==> config.mk <==
export PLATFORM = sky130hd
export DESIGN_NAME = host_link_encoder
export DESIGN_NICKNAME = d
export VERILOG_FILES = /design/src/rtl/host_link_pkg.sv /design/src/rtl/move_buffer.sv /design/src/rtl/host_link_encoder.sv
export SDC_FILE = /design/constraint.sdc
export NUM_CORES = 2
export LEC_CHECK = 0
export CAP_MARGIN = 5
export CORE_AREA = 3 3 679 681
export CTS_CLUSTER_SIZE = 12
export DETAILED_ROUTE_END_ITERATION = 7
export DIE_AREA = 0 0 682 684
export GPL_ROUTABILITY_DRIVEN = 1
export PLACE_DENSITY = 0.5
export SLEW_MARGIN = 20
export SYNTH_ARGS = -nofsm -noshare
export SYNTH_HDL_FRONTEND = slang
export SYNTH_HIERARCHICAL = 1
export SYNTH_SLANG_ARGS = --single-unit
==> constraint.sdc <==
create_clock -name clk -period 24.3 [get_ports clk]
set_clock_uncertainty 0.05 [all_clocks]
set_input_delay 4.86 -clock clk [delete_from_list [all_inputs] [get_ports clk]]
set_output_delay 4.86 -clock clk [all_outputs]
set_load 0.01 [all_outputs]
==> src/rtl/host_link_pkg.sv <==
// Shared types and constants for the host-side byte-stream link encoder.
package host_link_pkg;

  localparam logic [7:0] GRID_HEADER_DEF = 8'b11_01_01_01;
  localparam logic [7:0] MOVE_HEADER_DEF = 8'b11_10_10_10;

  // Grid header, move header and count byte surround the cell and move payload.
  localparam int FRAME_HDR_BYTES = 3;
  localparam int MOVE_BYTES      = 2;

  typedef enum logic [3:0] {
    IDLE,
    SEND_GHDR,
    SEND_GRID,
    SEND_MHDR,
    SEND_CNT,
    MOVE_HI,
    MOVE_LO,
    WAIT_HI,
    WAIT_LO
  } link_state_t;

  function automatic int frame_len(input int cells, input int count);
    return FRAME_HDR_BYTES + cells + MOVE_BYTES * count;
  endfunction

endpackage

==> src/rtl/move_buffer.sv <==
// Candidate-move RAM: one write port, registered read port with read-before-write.
module move_buffer #(
  parameter int DEPTH = 220,
  parameter int DW    = 16,
  parameter int AW    = 8
) (
  input  logic          clk,
  input  logic          wr_en_i,
  input  logic [AW-1:0] wr_addr_i,
  input  logic [DW-1:0] wr_data_i,
  input  logic [AW-1:0] rd_addr_i,
  output logic [DW-1:0] rd_data_o
);

  logic [DW-1:0] mem_q [DEPTH];
  logic [DW-1:0] rd_data_q;

  always_ff @(posedge clk) begin
    if (wr_en_i) mem_q[wr_addr_i] <= wr_data_i;
    rd_data_q <= mem_q[rd_addr_i];
  end

  assign rd_data_o = rd_data_q;

endmodule

==> src/rtl/host_link_encoder.sv <==
// Serializes a board position into the TPU link frame and reassembles the
// two-byte optimal-move reply, with a timeout on the first reply byte.
module host_link_encoder
  import host_link_pkg::*;
#(
  parameter int                    WIDTH        = 8,
  parameter int                    HEIGHT       = 8,
  parameter int                    DATA_WIDTH   = 8,
  parameter int                    MOVE_WIDTH   = 16,
  parameter int                    MAX_MOVES    = 220,
  parameter logic [DATA_WIDTH-1:0] GRID_HEADER  = DATA_WIDTH'(GRID_HEADER_DEF),
  parameter logic [DATA_WIDTH-1:0] MOVE_HEADER  = DATA_WIDTH'(MOVE_HEADER_DEF),
  parameter int                    RESP_TIMEOUT = 4096
) (
  input  logic                               clk,
  input  logic                               rst,
  input  logic                               start,
  input  logic [HEIGHT*WIDTH*DATA_WIDTH-1:0] grid_id,
  input  logic [7:0]                         total_moves,
  input  logic                               move_we,
  input  logic [7:0]                         move_waddr,
  input  logic [MOVE_WIDTH-1:0]              move_wd,
  output logic                               busy,
  output logic                               tx_ov,
  output logic [DATA_WIDTH-1:0]              tx_od,
  input  logic                               tx_ready,
  input  logic                               rx_iv,
  input  logic [DATA_WIDTH-1:0]              rx_id,
  output logic                               result_ov,
  output logic [MOVE_WIDTH-1:0]              result_od,
  output logic                               timeout_o
);

  localparam int         CELLS   = HEIGHT * WIDTH;
  localparam int         CW      = (CELLS > 1) ? $clog2(CELLS) : 1;
  localparam int         TW      = $clog2(RESP_TIMEOUT + 1);
  localparam logic [7:0] MAX_CNT = 8'(MAX_MOVES);

  link_state_t           state_q, state_d;
  logic [CW-1:0]         cell_q, cell_d;
  logic [7:0]            move_q, move_d;
  logic [7:0]            cnt_q;
  logic [TW-1:0]         tmo_q, tmo_d;
  logic [DATA_WIDTH-1:0] grid_q [CELLS];
  logic [DATA_WIDTH-1:0] rx_hi_q;
  logic [MOVE_WIDTH-1:0] result_q;
  logic                  result_ov_q, timeout_q;
  logic                  ovr_vld_q, ovr_cap_q;
  logic [7:0]            ovr_addr_q;
  logic [MOVE_WIDTH-1:0] ovr_data_q;
  logic [MOVE_WIDTH-1:0] rd_data, move_word;
  logic [7:0]            rd_addr;
  logic                  start_ok, wr_ok, tmo_hit, reply_done;

  assign start_ok   = start && (state_q == IDLE);
  assign wr_ok      = move_we && (state_q == IDLE) && (move_waddr < MAX_CNT);
  assign tmo_hit    = (state_q == WAIT_HI) && !rx_iv && (tmo_q == TW'(RESP_TIMEOUT - 1));
  assign reply_done = (state_q == WAIT_LO) && rx_iv;

  // In IDLE the read port samples the write address so a write colliding with
  // start can be shadowed by its old value; otherwise it prefetches the next move.
  assign rd_addr = (state_q == IDLE) ? move_waddr : move_d;

  move_buffer #(
    .DEPTH (MAX_MOVES),
    .DW    (MOVE_WIDTH),
    .AW    (8)
  ) u_move_buffer (
    .clk       (clk),
    .wr_en_i   (wr_ok),
    .wr_addr_i (move_waddr),
    .wr_data_i (move_wd),
    .rd_addr_i (rd_addr),
    .rd_data_o (rd_data)
  );

  assign move_word = (ovr_vld_q && (ovr_addr_q == move_q)) ? ovr_data_q : rd_data;

  always_comb begin
    state_d = state_q;
    cell_d  = cell_q;
    move_d  = move_q;
    tmo_d   = '0;
    tx_ov   = 1'b0;
    tx_od   = '0;
    unique case (state_q)
      IDLE: begin
        if (start) begin
          state_d = SEND_GHDR;
          cell_d  = '0;
          move_d  = '0;
        end
      end
      SEND_GHDR: begin
        tx_ov = 1'b1;
        tx_od = GRID_HEADER;
        if (tx_ready) state_d = SEND_GRID;
      end
      SEND_GRID: begin
        tx_ov = 1'b1;
        tx_od = grid_q[cell_q];
        if (tx_ready) begin
          if (cell_q == CW'(CELLS - 1)) state_d = SEND_MHDR;
          else                          cell_d  = cell_q + 1'b1;
        end
      end
      SEND_MHDR: begin
        tx_ov = 1'b1;
        tx_od = MOVE_HEADER;
        if (tx_ready) state_d = SEND_CNT;
      end
      SEND_CNT: begin
        tx_ov = 1'b1;
        tx_od = DATA_WIDTH'(cnt_q);
        if (tx_ready) state_d = (cnt_q == 8'd0) ? WAIT_HI : MOVE_HI;
      end
      MOVE_HI: begin
        tx_ov = 1'b1;
        tx_od = move_word[MOVE_WIDTH-1 -: DATA_WIDTH];
        if (tx_ready) state_d = MOVE_LO;
      end
      MOVE_LO: begin
        tx_ov = 1'b1;
        tx_od = move_word[DATA_WIDTH-1:0];
        if (tx_ready) begin
          if (move_q + 8'd1 == cnt_q) begin
            state_d = WAIT_HI;
          end else begin
            move_d  = move_q + 8'd1;
            state_d = MOVE_HI;
          end
        end
      end
      WAIT_HI: begin
        if (rx_iv)        state_d = WAIT_LO;
        else if (tmo_hit) state_d = IDLE;
        else              tmo_d   = tmo_q + 1'b1;
      end
      WAIT_LO: begin
        if (rx_iv) state_d = IDLE;
      end
      default: state_d = IDLE;
    endcase
  end

  always_ff @(posedge clk) begin
    if (rst) begin
      state_q     <= IDLE;
      cell_q      <= '0;
      move_q      <= '0;
      cnt_q       <= '0;
      tmo_q       <= '0;
      result_q    <= '0;
      result_ov_q <= 1'b0;
      timeout_q   <= 1'b0;
      ovr_vld_q   <= 1'b0;
      ovr_cap_q   <= 1'b0;
      ovr_addr_q  <= '0;
    end else begin
      state_q     <= state_d;
      cell_q      <= cell_d;
      move_q      <= move_d;
      tmo_q       <= tmo_d;
      result_ov_q <= reply_done;
      timeout_q   <= tmo_hit;
      ovr_cap_q   <= start_ok;
      if (start_ok) begin
        cnt_q      <= (total_moves > MAX_CNT) ? MAX_CNT : total_moves;
        ovr_vld_q  <= wr_ok;
        ovr_addr_q <= move_waddr;
      end
      if (reply_done) result_q <= {rx_hi_q, rx_id};
    end
  end

  always_ff @(posedge clk) begin
    if (start_ok) begin
      for (int i = 0; i < CELLS; i++) grid_q[i] <= grid_id[i*DATA_WIDTH +: DATA_WIDTH];
    end
    if (ovr_cap_q) ovr_data_q <= rd_data;
    if ((state_q == WAIT_HI) && rx_iv) rx_hi_q <= rx_id;
  end

  assign busy      = (state_q != IDLE);
  assign result_ov = result_ov_q;
  assign result_od = result_q;
  assign timeout_o = timeout_q;

endmodule

==> metrics <==
status=finished, final reports clean; number of nets in the layout=between 8,000 and 9,000; EDFF count, synth=~4,000; most used cell along the critical path=buf_4; clock share of power=between 20 and 30%; Final Util=41.1%; critical path required time=25.02 ns; crit path buf inv count=7; Post-synth top cells=edfxtp_1, mux4_2, nor2_1, nand2_1, a22oi_1; worst hold path cell count=2; Routed WL per cell=around 35 µm; critical path's slowest cell=a211oi_1; Sw Ratio=32.5%; leak pwr=57.5 nW; fraction of layout cells with a size suffix above 1=24.9%; Initial Util=35.0%; sequential fraction of the synthesis area=77.6%; crit-path cells=clkdlybuf4s50_1 -> nand2_1 -> buf_4 -> a32o_1 -> a21oi_1 -> a21oi_4 -> buf_4 -> buf_4 -> buf_4 -> buf_4 -> buf_4 -> mux4_2 -> a22oi_1 -> a21boi_0 -> a211oi_1 -> nor3_1; Logic pwr share=about a third; Clock Tree Buf Depth=4; total gr overflow=0; Worst IR Drop VDD=116 µV; Post-Syn Area=0.159 mm²; count of final max-slew check failures=0; post-CTS sizing=0; CP Launch Point=start; fmax=85.0 MHz; cell area power density=115 mW/mm²; # setup viols final=0; Worst path depth=16; chip width=682 µm; routed vias=82,800; initial DRC count=10,500; largest net degree at the start of global routing=175; Slew HR=between 10% and 20%; P_sw=7.00 mW; met2 WL=250,000 µm; flop2flop setup slack=15.30 ns; Synth Register Bits=4,145; Post-synth ARST share=0%; Pint=between 10 and 15 mW; crit path max fanout=42; DRT antenna net count=0; RSZ-0062 raised after global routing=false; hold bufs inserted after CTS=0; startpoint types=input port; Core Box Area=0.456 mm²; synth warn=6; # IOs=586; vias in the first global route=between 80,000 and 90,000; CTS tree=yes; initial antenna violation count=97; synth unique cells=76; final hold violations=0; IO buf count=around 600; Die H=684 µm; top_reg_cell synth=edfxtp_1; GR Util All Layers=21.8%; total CTS buffers=441; minimum clock period=11.76 ns; CP peak stage delay=around 1.1 ns; final WL=518,000 µm; Mapped Nets=7,867; H-tree levels=5; top cells by area, synth=edfxtp_1, mux4_2, dfxtp_1; Fin Setup TNS=0 ns; syn avg cell area=21.8 µm²; Reg2Reg Depth=18; crit path to=u_move_buffer/rd_data_o[13]$_DFF_P_; Clock Sinks=between 4,000 and 5,000; Detail Placement HPWL=329,000 µm; final worst path period share=48.4%; routed wire length on met3=approximately 44,000 µm; top-count cell post-synth=edfxtp_1; sequential power share=between 30% and 40%; via/cell ratio=5.64; post-CTS setup buffers=0; Crit Path Class=input port to flop; DRC=0; Worst setup EP type=flop; worst hold path type=flop to flop; worst skew pair latency=0.99 ns; max cap viols=0; WP data arrival=12.48 ns; slew of the pin with the lowest slew margin=1.23 ns; first-pass detailed-route iteration total=7; Critical R2R Launch=move_q[0]$_SDFF_PP0_; first-pass GRT wire length=709,000 µm; capturing point of the worst reg2reg path=u_move_buffer/rd_data_o[13]$_DFF_P_; Max Used Layer=met5; Yosys top cell area share=76.5%; CTS root buf=clkbuf_16; Synth area leader=edfxtp_1; Layout Area Growth over Synthesis=17.7%; Mapped Cells=7,306; die area=roughly 0.47 mm²; Rows=248; met1 wire length=208,000 µm; RD Place Congestion=0.844; cell family with most CP delay=buffers and inverters; Reg clk slew, reported paths=0.06 ns
worst reg2reg max path, cell delays in order (launching register included):
cell	delay, ns
dfxtp_1	0.55
ha_1	0.33
nand2_1	0.13
nor3_1	0.35
xnor3_1	0.24
nor4b_1	0.52
a32o_1	0.33
a21oi_1	0.16
a21oi_4	0.18
buf_4	0.52
buf_4	0.79
buf_4	0.82
buf_4	0.76
buf_4	0.68
mux4_2	0.61
a22oi_1	0.23
a21boi_0	0.28
a211oi_1	1.07
nor3_1	0.18
worst min path at each step:
stage / from / endpoint / slack, ns
after CTS: result_od[15]$_SDFFE_PP0P_ / result_od[15]$_SDFFE_PP0P_ / 0.41
after detailed placement: result_od[15]$_SDFFE_PP0P_ / result_od[15]$_SDFFE_PP0P_ / 0.40
after floorplan: u_move_buffer/rd_data_o[3]$_DFF_P_ / ovr_data_q[3]$_DFFE_PP_ / 0.35
final: result_od[10]$_SDFFE_PP0P_ / result_od[10]$_SDFFE_PP0P_ / 0.41
after global routing: result_od[10]$_SDFFE_PP0P_ / result_od[10]$_SDFFE_PP0P_ / 0.43
after global placement: tmo_q[0]$_SDFF_PP0_ / tmo_q[0]$_SDFF_PP0_ / 0.39
metal layers:
layer  up-vias  global-route usage (%)
met5         -                       0
met4        44                    6.05
met3       763                    4.60
met2      3788                    35.6
met1     45300                    29.7
li1      32900                       -
power groups by stage:
stage / clock network (mW) / logic [mW] / registers (mW)
after floorplan: 0 / 4.45 / 8.62
after global placement: 0 / 6.86 / 8.51
after detailed placement: 0 / 6.88 / 8.53
after CTS: 6.49 / 6.90 / 8.38
after global routing: 6.80 / 7.13 / 8.39
final: 6.36 / 6.80 / 8.37
cells in the final DEF (no fill, tap or decap), types with 11 or more instances in the layout:
| cell | instances |
|---|---|
| a211oi_1 | 14 |
| a21oi_1 | 93 |
| a221oi_1 | 14 |
| a22o_1 | 14 |
| a22oi_1 | 166 |
| a31oi_1 | 34 |
| and3_1 | 28 |
| buf_12 | 12 |
| buf_4 | 343 |
| bufinv_16 | 20 |
| clkbuf_1 | 120 |
| clkbuf_16 | 444 |
| clkbuf_8 | 22 |
| clkdlybuf4s50_1 | 568 |
| clkinv_1 | 115 |
| clkinv_2 | 62 |
| clkinv_8 | 11 |
| dfxtp_1 | 84 |
| diode_2 | 51 |
| edfxtp_1 | 4056 |
| inv_1 | 14 |
| mux2_2 | 15 |
| mux2i_1 | 111 |
| mux4_2 | 1032 |
| nand2_1 | 249 |
| nand3_1 | 124 |
| nand4_1 | 26 |
| nor2_1 | 224 |
| nor2_2 | 53 |
| nor2_4 | 43 |
| nor2b_1 | 35 |
| nor3_1 | 103 |
| nor4_1 | 39 |
| o211ai_1 | 13 |
| o21ai_0 | 32 |
| o221ai_1 | 21 |
| o22ai_1 | 55 |
| xnor2_1 | 24 |
kinds of logic (layout without fill, tap and decap cells):
logic type | Yosys count | in the layout | synth area share (%)
AO/OA/AOI/OAI | 549 | 549 | 2.42
AND/OR/NAND/NOR | 987 | 987 | 2.83
multiplexers | 1158 | 1158 | 15.4
XOR/XNOR | 35 | 35 | 0.201
flip-flops | 4145 | 4145 | 77.6
other | 0 | 51 | 0
buffers and inverters | 429 | 1763 | 1.56
adder cells (fa/ha/maj) | 3 | 3 | 0.0236
metrics by stage:
step	instance area [µm²]	power, mW	std cells	setup slack, ns	hold WS, ns
floorplan	159000	13.1	7306	4.19	0.354
finish	188000	21.5	14700	12.54	0.406
CTS	187000	21.8	14600	12.48	0.407
global route	187000	22.3	14700	12.11	0.428
detailed placement	174000	15.4	13800	11.46	0.399
global placement	174000	15.4	13800	11.39	0.388
state kept, by name (all words and copies together) (netlist names), 4 cells and up, named ones only:
name	count
cell_q	6
cnt_q	8
grid_q	512
move_q	8
ovr_addr_q	8
ovr_data_q	16
result_od	16
rx_hi_q	8
state_q	4
tmo_q	13
u_move_buffer/mem_q	3520
u_move_buffer/rd_data_o	16
final cells by class:
type | count | area [µm²]
clock buffer | 570 | 11600
timing repair buffer | 944 | 8800
antenna | 51 | 128
clock inverter | 230 | 1820
inverter | 19 | 81.3
multi-input combinational | 2732 | 33900
tap | 6000 | 7510
fill | 39700 | 268000
sequential | 4145 | 124000
(Power assumes the default switching activity.)
